===== config.mk =====
export PLATFORM = sky130hd
export DESIGN_NAME = dmem_arbiter
export DESIGN_NICKNAME = d
export VERILOG_FILES = /design/src/rtl/dmem_arbiter.sv
export SDC_FILE = /design/constraint.sdc
export NUM_CORES = 1
export LEC_CHECK = 0
export BUFFER_PORTS_ARGS = -buffer_cell sky130_fd_sc_hd__buf_2
export CAP_MARGIN = 40
export CORE_AREA = 2 2 232 234
export DETAILED_ROUTE_END_ITERATION = 7
export DIE_AREA = 0 0 234 236
export PLACE_DENSITY = 0.38
export RECOVER_POWER = 100
export SETUP_SLACK_MARGIN = 0.5
export SYNTH_ARGS = -nofsm -noshare
export SYNTH_HDL_FRONTEND = slang
export SYNTH_SLANG_ARGS = --single-unit

===== constraint.sdc =====
create_clock -name clk -period 3.5 [get_ports clk]
set_input_delay 0.175 -clock clk [delete_from_list [all_inputs] [get_ports clk]]
set_output_delay 0.175 -clock clk [all_outputs]
set_load 0.03 [all_outputs]

===== src/rtl/dmem_arbiter.sv =====
// dmem_arbiter: shares the single-port data memory between the core (C) and DMA/debug (D) ports.
// Latency: the grant edge is followed by one ACCESS cycle, then a one-cycle ack in RESP. Throughput is one access per 3 cycles.
// Backpressure: req is held until ack; requests wait until IDLE, and round-robin picks between two.
//
// Ports:
//   clk, rst_n                  clock and synchronous active-low reset
//   c_req/c_we/c_addr/c_wdata   core request in; c_ack/c_rdata/c_err completion out
//   d_req/d_we/d_addr/d_wdata   DMA/debug request in; d_ack/d_rdata/d_err completion out
//   mem_read/mem_write/mem_addr/mem_data_wr   memory controls out
//   mem_data_rd, dmem_error                   memory read data and error in

`ifndef D_WORD_WIDTH
`define D_WORD_WIDTH 64
`endif

module dmem_arbiter #(
    parameter int DATA_DEPTH = 1024,
    parameter int W          = `D_WORD_WIDTH
) (
    input  logic         clk,
    input  logic         rst_n,
    input  logic         c_req,
    input  logic         c_we,
    input  logic [W-1:0] c_addr,
    input  logic [W-1:0] c_wdata,
    output logic         c_ack,
    output logic [W-1:0] c_rdata,
    output logic         c_err,
    input  logic         d_req,
    input  logic         d_we,
    input  logic [W-1:0] d_addr,
    input  logic [W-1:0] d_wdata,
    output logic         d_ack,
    output logic [W-1:0] d_rdata,
    output logic         d_err,
    output logic         mem_read,
    output logic         mem_write,
    output logic [W-1:0] mem_addr,
    output logic [W-1:0] mem_data_wr,
    input  logic [W-1:0] mem_data_rd,
    input  logic         dmem_error
);

    typedef enum logic [1:0] {
        ST_IDLE   = 2'd0,
        ST_ACCESS = 2'd1,
        ST_RESP   = 2'd2
    } state_t;

    // Highest start address whose 8-byte window still fits in the memory.
    localparam logic [W-1:0] LAST_OK = W'(DATA_DEPTH - 8);

    state_t       r_state;
    state_t       w_state_nxt;
    logic         r_prio;       // 0 = C wins a tie, 1 = D wins a tie
    logic         r_gnt;        // port owning the current access: 0 = C, 1 = D
    logic         r_we;
    logic [W-1:0] r_addr;
    logic [W-1:0] r_wdata;
    logic [W-1:0] r_rdata;
    logic         r_err;

    logic         w_grant_vld;
    logic         w_grant_id;
    logic         w_range_err;

    always_comb begin
        w_grant_vld = c_req | d_req;
        // A lone request wins outright; prio only breaks a tie.
        w_grant_id  = (c_req & d_req) ? r_prio : d_req;
        w_range_err = (r_addr > LAST_OK) | dmem_error;
    end

    always_ff @(posedge clk) begin
        if (!rst_n) begin
            r_state <= ST_IDLE;
        end else begin
            r_state <= w_state_nxt;
        end
    end

    // Every output is forced low while rst_n is low, so a reset landing in
    // ACCESS commits no write and a reset landing in RESP produces no ack.
    always_comb begin
        w_state_nxt = r_state;
        mem_read    = 1'b0;
        mem_write   = 1'b0;
        mem_addr    = '0;
        mem_data_wr = '0;
        c_ack       = 1'b0;
        c_rdata     = '0;
        c_err       = 1'b0;
        d_ack       = 1'b0;
        d_rdata     = '0;
        d_err       = 1'b0;
        if (rst_n) begin
            case (r_state)
                ST_IDLE: begin
                    if (w_grant_vld) begin
                        w_state_nxt = ST_ACCESS;
                    end
                end
                ST_ACCESS: begin
                    mem_addr    = r_addr;
                    mem_data_wr = r_wdata;
                    mem_read    = !w_range_err && !r_we;
                    mem_write   = !w_range_err && r_we;
                    w_state_nxt = ST_RESP;
                end
                ST_RESP: begin
                    if (r_gnt) begin
                        d_ack   = 1'b1;
                        d_rdata = r_rdata;
                        d_err   = r_err;
                    end else begin
                        c_ack   = 1'b1;
                        c_rdata = r_rdata;
                        c_err   = r_err;
                    end
                    w_state_nxt = ST_IDLE;
                end
                default: begin
                    w_state_nxt = ST_IDLE;
                end
            endcase
        end
    end

    always_ff @(posedge clk) begin
        if (!rst_n) begin
            r_prio  <= 1'b0;
            r_gnt   <= 1'b0;
            r_we    <= 1'b0;
            r_addr  <= '0;
            r_wdata <= '0;
            r_rdata <= '0;
            r_err   <= 1'b0;
        end else begin
            case (r_state)
                ST_IDLE: begin
                    if (w_grant_vld) begin
                        r_gnt   <= w_grant_id;
                        r_we    <= w_grant_id ? d_we    : c_we;
                        r_addr  <= w_grant_id ? d_addr  : c_addr;
                        r_wdata <= w_grant_id ? d_wdata : c_wdata;
                    end
                end
                ST_ACCESS: begin
                    r_rdata <= (!w_range_err && !r_we) ? mem_data_rd : '0;
                    r_err   <= w_range_err;
                end
                ST_RESP: begin
                    r_prio <= ~r_gnt;
                end
                default: begin
                    r_prio <= r_prio;
                end
            endcase
        end
    end

endmodule


Yosys cells after proc, flatten, opt, wreduce, memory -nomap -nowiden
Cells that the tools add are included.
- $lt $le $gt $ge: 1
- equality and inequality tests: 3
- mux-type cells: 33
- bitwise operators: 4
- reduce and logical (&&, ||, !) cells: 6
- operator list (kind ; number):
    $mux W64 ; 13
    $gt A64 B10 Y1 const B ; 1
    $mux W1 ; 18
    $pmux W2 S2 ; 1
    $eq A2 B1 Y1 const B ; 1
    $eq A2 B2 Y1 const B ; 1
    $logic_and A1 B1 Y1 ; 2
    $logic_not A1 Y1 ; 2
    $logic_not A2 Y1 ; 1
    $mux W2 ; 1
    $ne A2 B2 Y1 const B ; 1
    $or A1 B1 Y1 ; 2
    $reduce_and A2 Y1 ; 1
    $and A1 B1 Y1 ; 1
    $not A1 Y1 ; 1
- bits in registers: 198
- bits of input ports: 327
- output and inout bits: 262
- logic and storage cells: 55

Longest topological paths before layout
- word-level depth: 6
- depth in mapped cells: 8
- gate-level depth less buffers: 5

Worst setup path after synthesis
Ideal clock, no wire load.
- path type: register to output
- start point: register r_addr[30]
- end point: output mem_read
- arrival: 1968 ps
- required time: 3325 ps
- setup slack: 1357 ps
- cell stages (with the launch flop): 8
- cell sequence: dfxtp_1 > nor4_1 > nand4_1 > or3_1 > clkbuf_1 > buf_6 > buf_6 > nor4_2
- word-level cells in the longest chain between the ends: 6
- ends and longest elaborated chain (item ; RTL line ; RTL):
    from (decl) ; 58 ; logic [W-1:0] r_addr;
    from (signal assigned) ; 144 ; r_addr <= w_grant_id ? d_addr : c_addr;
    $gt A64 B10 Y1 ; 71 ; w_range_err = (r_addr > LAST_OK) | dmem_error;
    $or A1 B1 Y1 ; 71 ;
    $logic_not A1 Y1 ; 106 ; mem_read = !w_range_err && !r_we;
    $logic_and A1 B1 Y1 ; 106 ;
    $mux W1 ; 97 ; case (r_state)
    $mux W1 ; 96 ; if (rst_n) begin
    to (decl) ; 36 ; output logic mem_read,
No other way between the ends.

Worst setup path in the final report
- start point: register r_addr[34]
- end point: output mem_write
- word-level cells in the longest chain between the ends: 6
- ends and longest elaborated chain (item ; RTL line ; RTL):
    $gt A64 B10 Y1 ; 71 ;
    $or A1 B1 Y1 ; 71 ;
    $logic_not A1 Y1 ; 107 ; mem_write = !w_range_err && r_we;
    $logic_and A1 B1 Y1 ; 107 ;
    $mux W1 ; 97 ;
    $mux W1 ; 96 ;
    to (decl) ; 37 ; output logic mem_write,
No other way between the ends.

==> results.tsv <==
metric	value	unit
first_pass_iters	4	
die_w	234	µm
synth_top_area_frac	0.3768	
pwr_density_cell	396.7	mW/mm²
worstPathBufferInverterCount	1	
num_io_pins	589	
startpoint_type	flop	
p_leak	7.140	nW
finalHoldViolations	0	
finalPower	0.006115	W
track_usage	0.1612	
worst_pin_slew	3.105	ns
dp_hpwl	33360	µm
ys_seq_area_frac	0.3768	
wl_per_cell	18.10	µm
worstPathMaxFanout	34	
synth-seq-cells	198	
port-buffer-count	588	
power_switching	0.001775	W
antenna_found_initial	1	
fill_cells	5818	
setup_viol	0	
power_frac_comb	0.200	
clock_sinks	198	
core	0.05307	mm²
ys_top_cells_by_count	dfxtp_1, nor2_1, and2_1, mux2i_1, and3_1	
initial_utilization	0.1982	
synthCells	1217	
drive_gt1_frac	0.2563	
fin_cells	2518	
regToRegSetupSlack	0.84	ns
yosys.cell_types.count	28	
synth.avg_cell_area	8.643	µm²
clk_pin_slew	0.08	ns
synthTopCellsByArea	dfxtp_1, mux2i_1, a211oi_1	
synth_warnings	0	
rsz0062_at_grt	false	
antenna_left	0	
cts_tree	done	
diodes	0	
dieArea	0.05522	mm²
pwr-share-seq	0.417	
p_int	0.004340	W
p_clk_frac	0.384	
die_h	236	µm
min_period_over_period	0.8283	
syn_nets	1544	
synth_edf_count	0	
max_freq	0.3449	GHz
fp-row-count	85	
dp_cells	2396	
ir_drop	359.6	µV
drv_slew	64	
vias_per_cell	4.408	
clockBufferDepth	2	
worstPathCellList	nor4_1, nand4_1, or3_4, nor3_2, clkbuf_1	
numCtsBuffers	17	
yosysTopAreaCell	dfxtp_1	
path_class	flop to primary output	
fin_worst_skew	0.01250	ns
globalplace.congestion	0.8047	
violations	capacitance limit, slew limit	
nNetsFinal	2136	
grt_pass1_vias	10872	
swShare	0.2903	
wirelength	45590	µm
grt_max_degree	132	
critical-path-slowest-cell	or3_4	
htreeDepth	4	
tns	0	ns
hold_class	input pin to flop	
grt_use_met2	0.2758	
fin_crit	2.899	ns
async_reset_ff_frac	0	
whs	0.04286	ns
seq_area	0.003965	mm²
slew_headroom	-1.070	
drtIter0Drc	386	
cp_top_family	simple AND/OR/NAND/NOR gates	
use_met1	0.1937	
end_kind	primary output	
max_cap_viol_count	1	
multi_input_area	0.006022	mm²
globalRouteMet3Util	0.04691	
status	finished with violations	
grt_pass1_wl	66700	µm
clock-root-buffer	clkbuf_16	
syn_area	0.01052	mm²
synthFlopType	dfxtp_1	
critical_path_arrival	2.72	ns
yosysMostFrequentCell	dfxtp_1	
worstSkewPairLatency	0.49	ns
postCtsSetupBuffers	0	
vias	11100	
busiest_layer	met2	
drcViolationCount	0	
crit_required	3.32	ns
area_delta_synth_final	46.57	%
grt_overflow	0	
critPathMaxStageDelay	0.61	ns
[flip-flops by register name, indices dropped and copies added (netlist names)]
register  count
r_state       2
r_rdata      64
r_wdata      64
r_gnt         1
r_err         1
r_prio        1
r_addr       64
r_we          1
[cell usage in the layout (no fill, tap or decap), types with 2 or more instances in the layout]
cell / count
and3_2: 2
nor2b_1: 2
clkinvlp_4: 2
nand2_1: 67
buf_2: 373
nor4_1: 12
buf_4: 15
o31ai_1: 38
nand3b_1: 64
bufinv_16: 6
nand4_1: 3
o31ai_2: 26
nor3_1: 3
dfxtp_1: 197
and2_1: 85
mux2i_1: 131
inv_6: 2
clkbuf_2: 2
clkbuf_1: 222
dlygate4sd3_1: 90
nor4_2: 2
and2_0: 46
nor2_1: 131
nand3_1: 2
buf_12: 7
and3_1: 128
inv_1: 3
clkbuf_8: 2
a211oi_1: 129
clkbuf_16: 17
[logic make-up after synthesis]
logic type,count (synthesis),synth area share
buf+inv,139,0.05579
compound gates,195,0.1526
simple gates,554,0.2901
flops,198,0.3768
mux,131,0.1247
[power groups by stage]
stage / registers, W / logic (W) / clock network, W
4_1_cts: 0.00255 / 0.00126 / 0.00244
3_3_place_gp: 0.00259 / 0.00116 / 0
2_1_floorplan: 0.00255 / 0.000713 / 0
5_1_grt: 0.00257 / 0.00135 / 0.00251
3_5_place_dp: 0.00260 / 0.00116 / 0
6_report: 0.00255 / 0.00122 / 0.00235
[per-layer routing]
layer  wire, µm  vias up  part of all wire
met5         13        -           0.00029
met4        857        2             0.019
met3       3426       35             0.075
met2      21680      432              0.48
met1      19610     5104              0.43
li1           -     5527                 -
[worst paths after layout]
kind	startpoint	endpoint	cells past startpoint
max	r_addr[34]$_SDFFE_PN0P_	mem_write	5
min	d_addr[19]	r_addr[19]$_SDFFE_PN0P_	3
max reg2reg	r_state[1]$_SDFFE_PN0P_	r_wdata[62]$_SDFFE_PN0P_	5
min reg2reg	r_rdata[21]$_SDFFE_PN0N_	r_rdata[21]$_SDFFE_PN0N_	2
[worst min-delay path, cell delays in order]
cell,delay (ns)
buf_2,0.09
mux2i_1,0.14
a211oi_1,0.09
[stage by stage]
step | cell area, µm² | setup slack (ns) | util
floorplan | 10520 | 1.357 | -
global placement | 14120 | 0.8230 | 0.2660
detailed placement | 14140 | 0.8318 | 0.2664
CTS | 15750 | 0.5271 | 0.2967
global route | 15420 | 0.3183 | 0.2905
finish | 15420 | 0.6010 | 0.2905
[final cells by class]
cell class                 instances  area share
tap                              696     0.05648
sequential                       198      0.2572
inverter                           4    0.001136
timing repair buffer             708      0.2506
clock buffer                      21     0.02987
multi-input combinational        880      0.3906
clock inverter                    11     0.01412
[timing repair]
item / in CTS / in global routing
resized for setup: 4 / 0
hold buffers: 90 / 0
setup endpoints to repair: 1 / 0
hold endpoints to repair: 83 / 0
No activity file was read; power rests on OpenSTA's default activity.
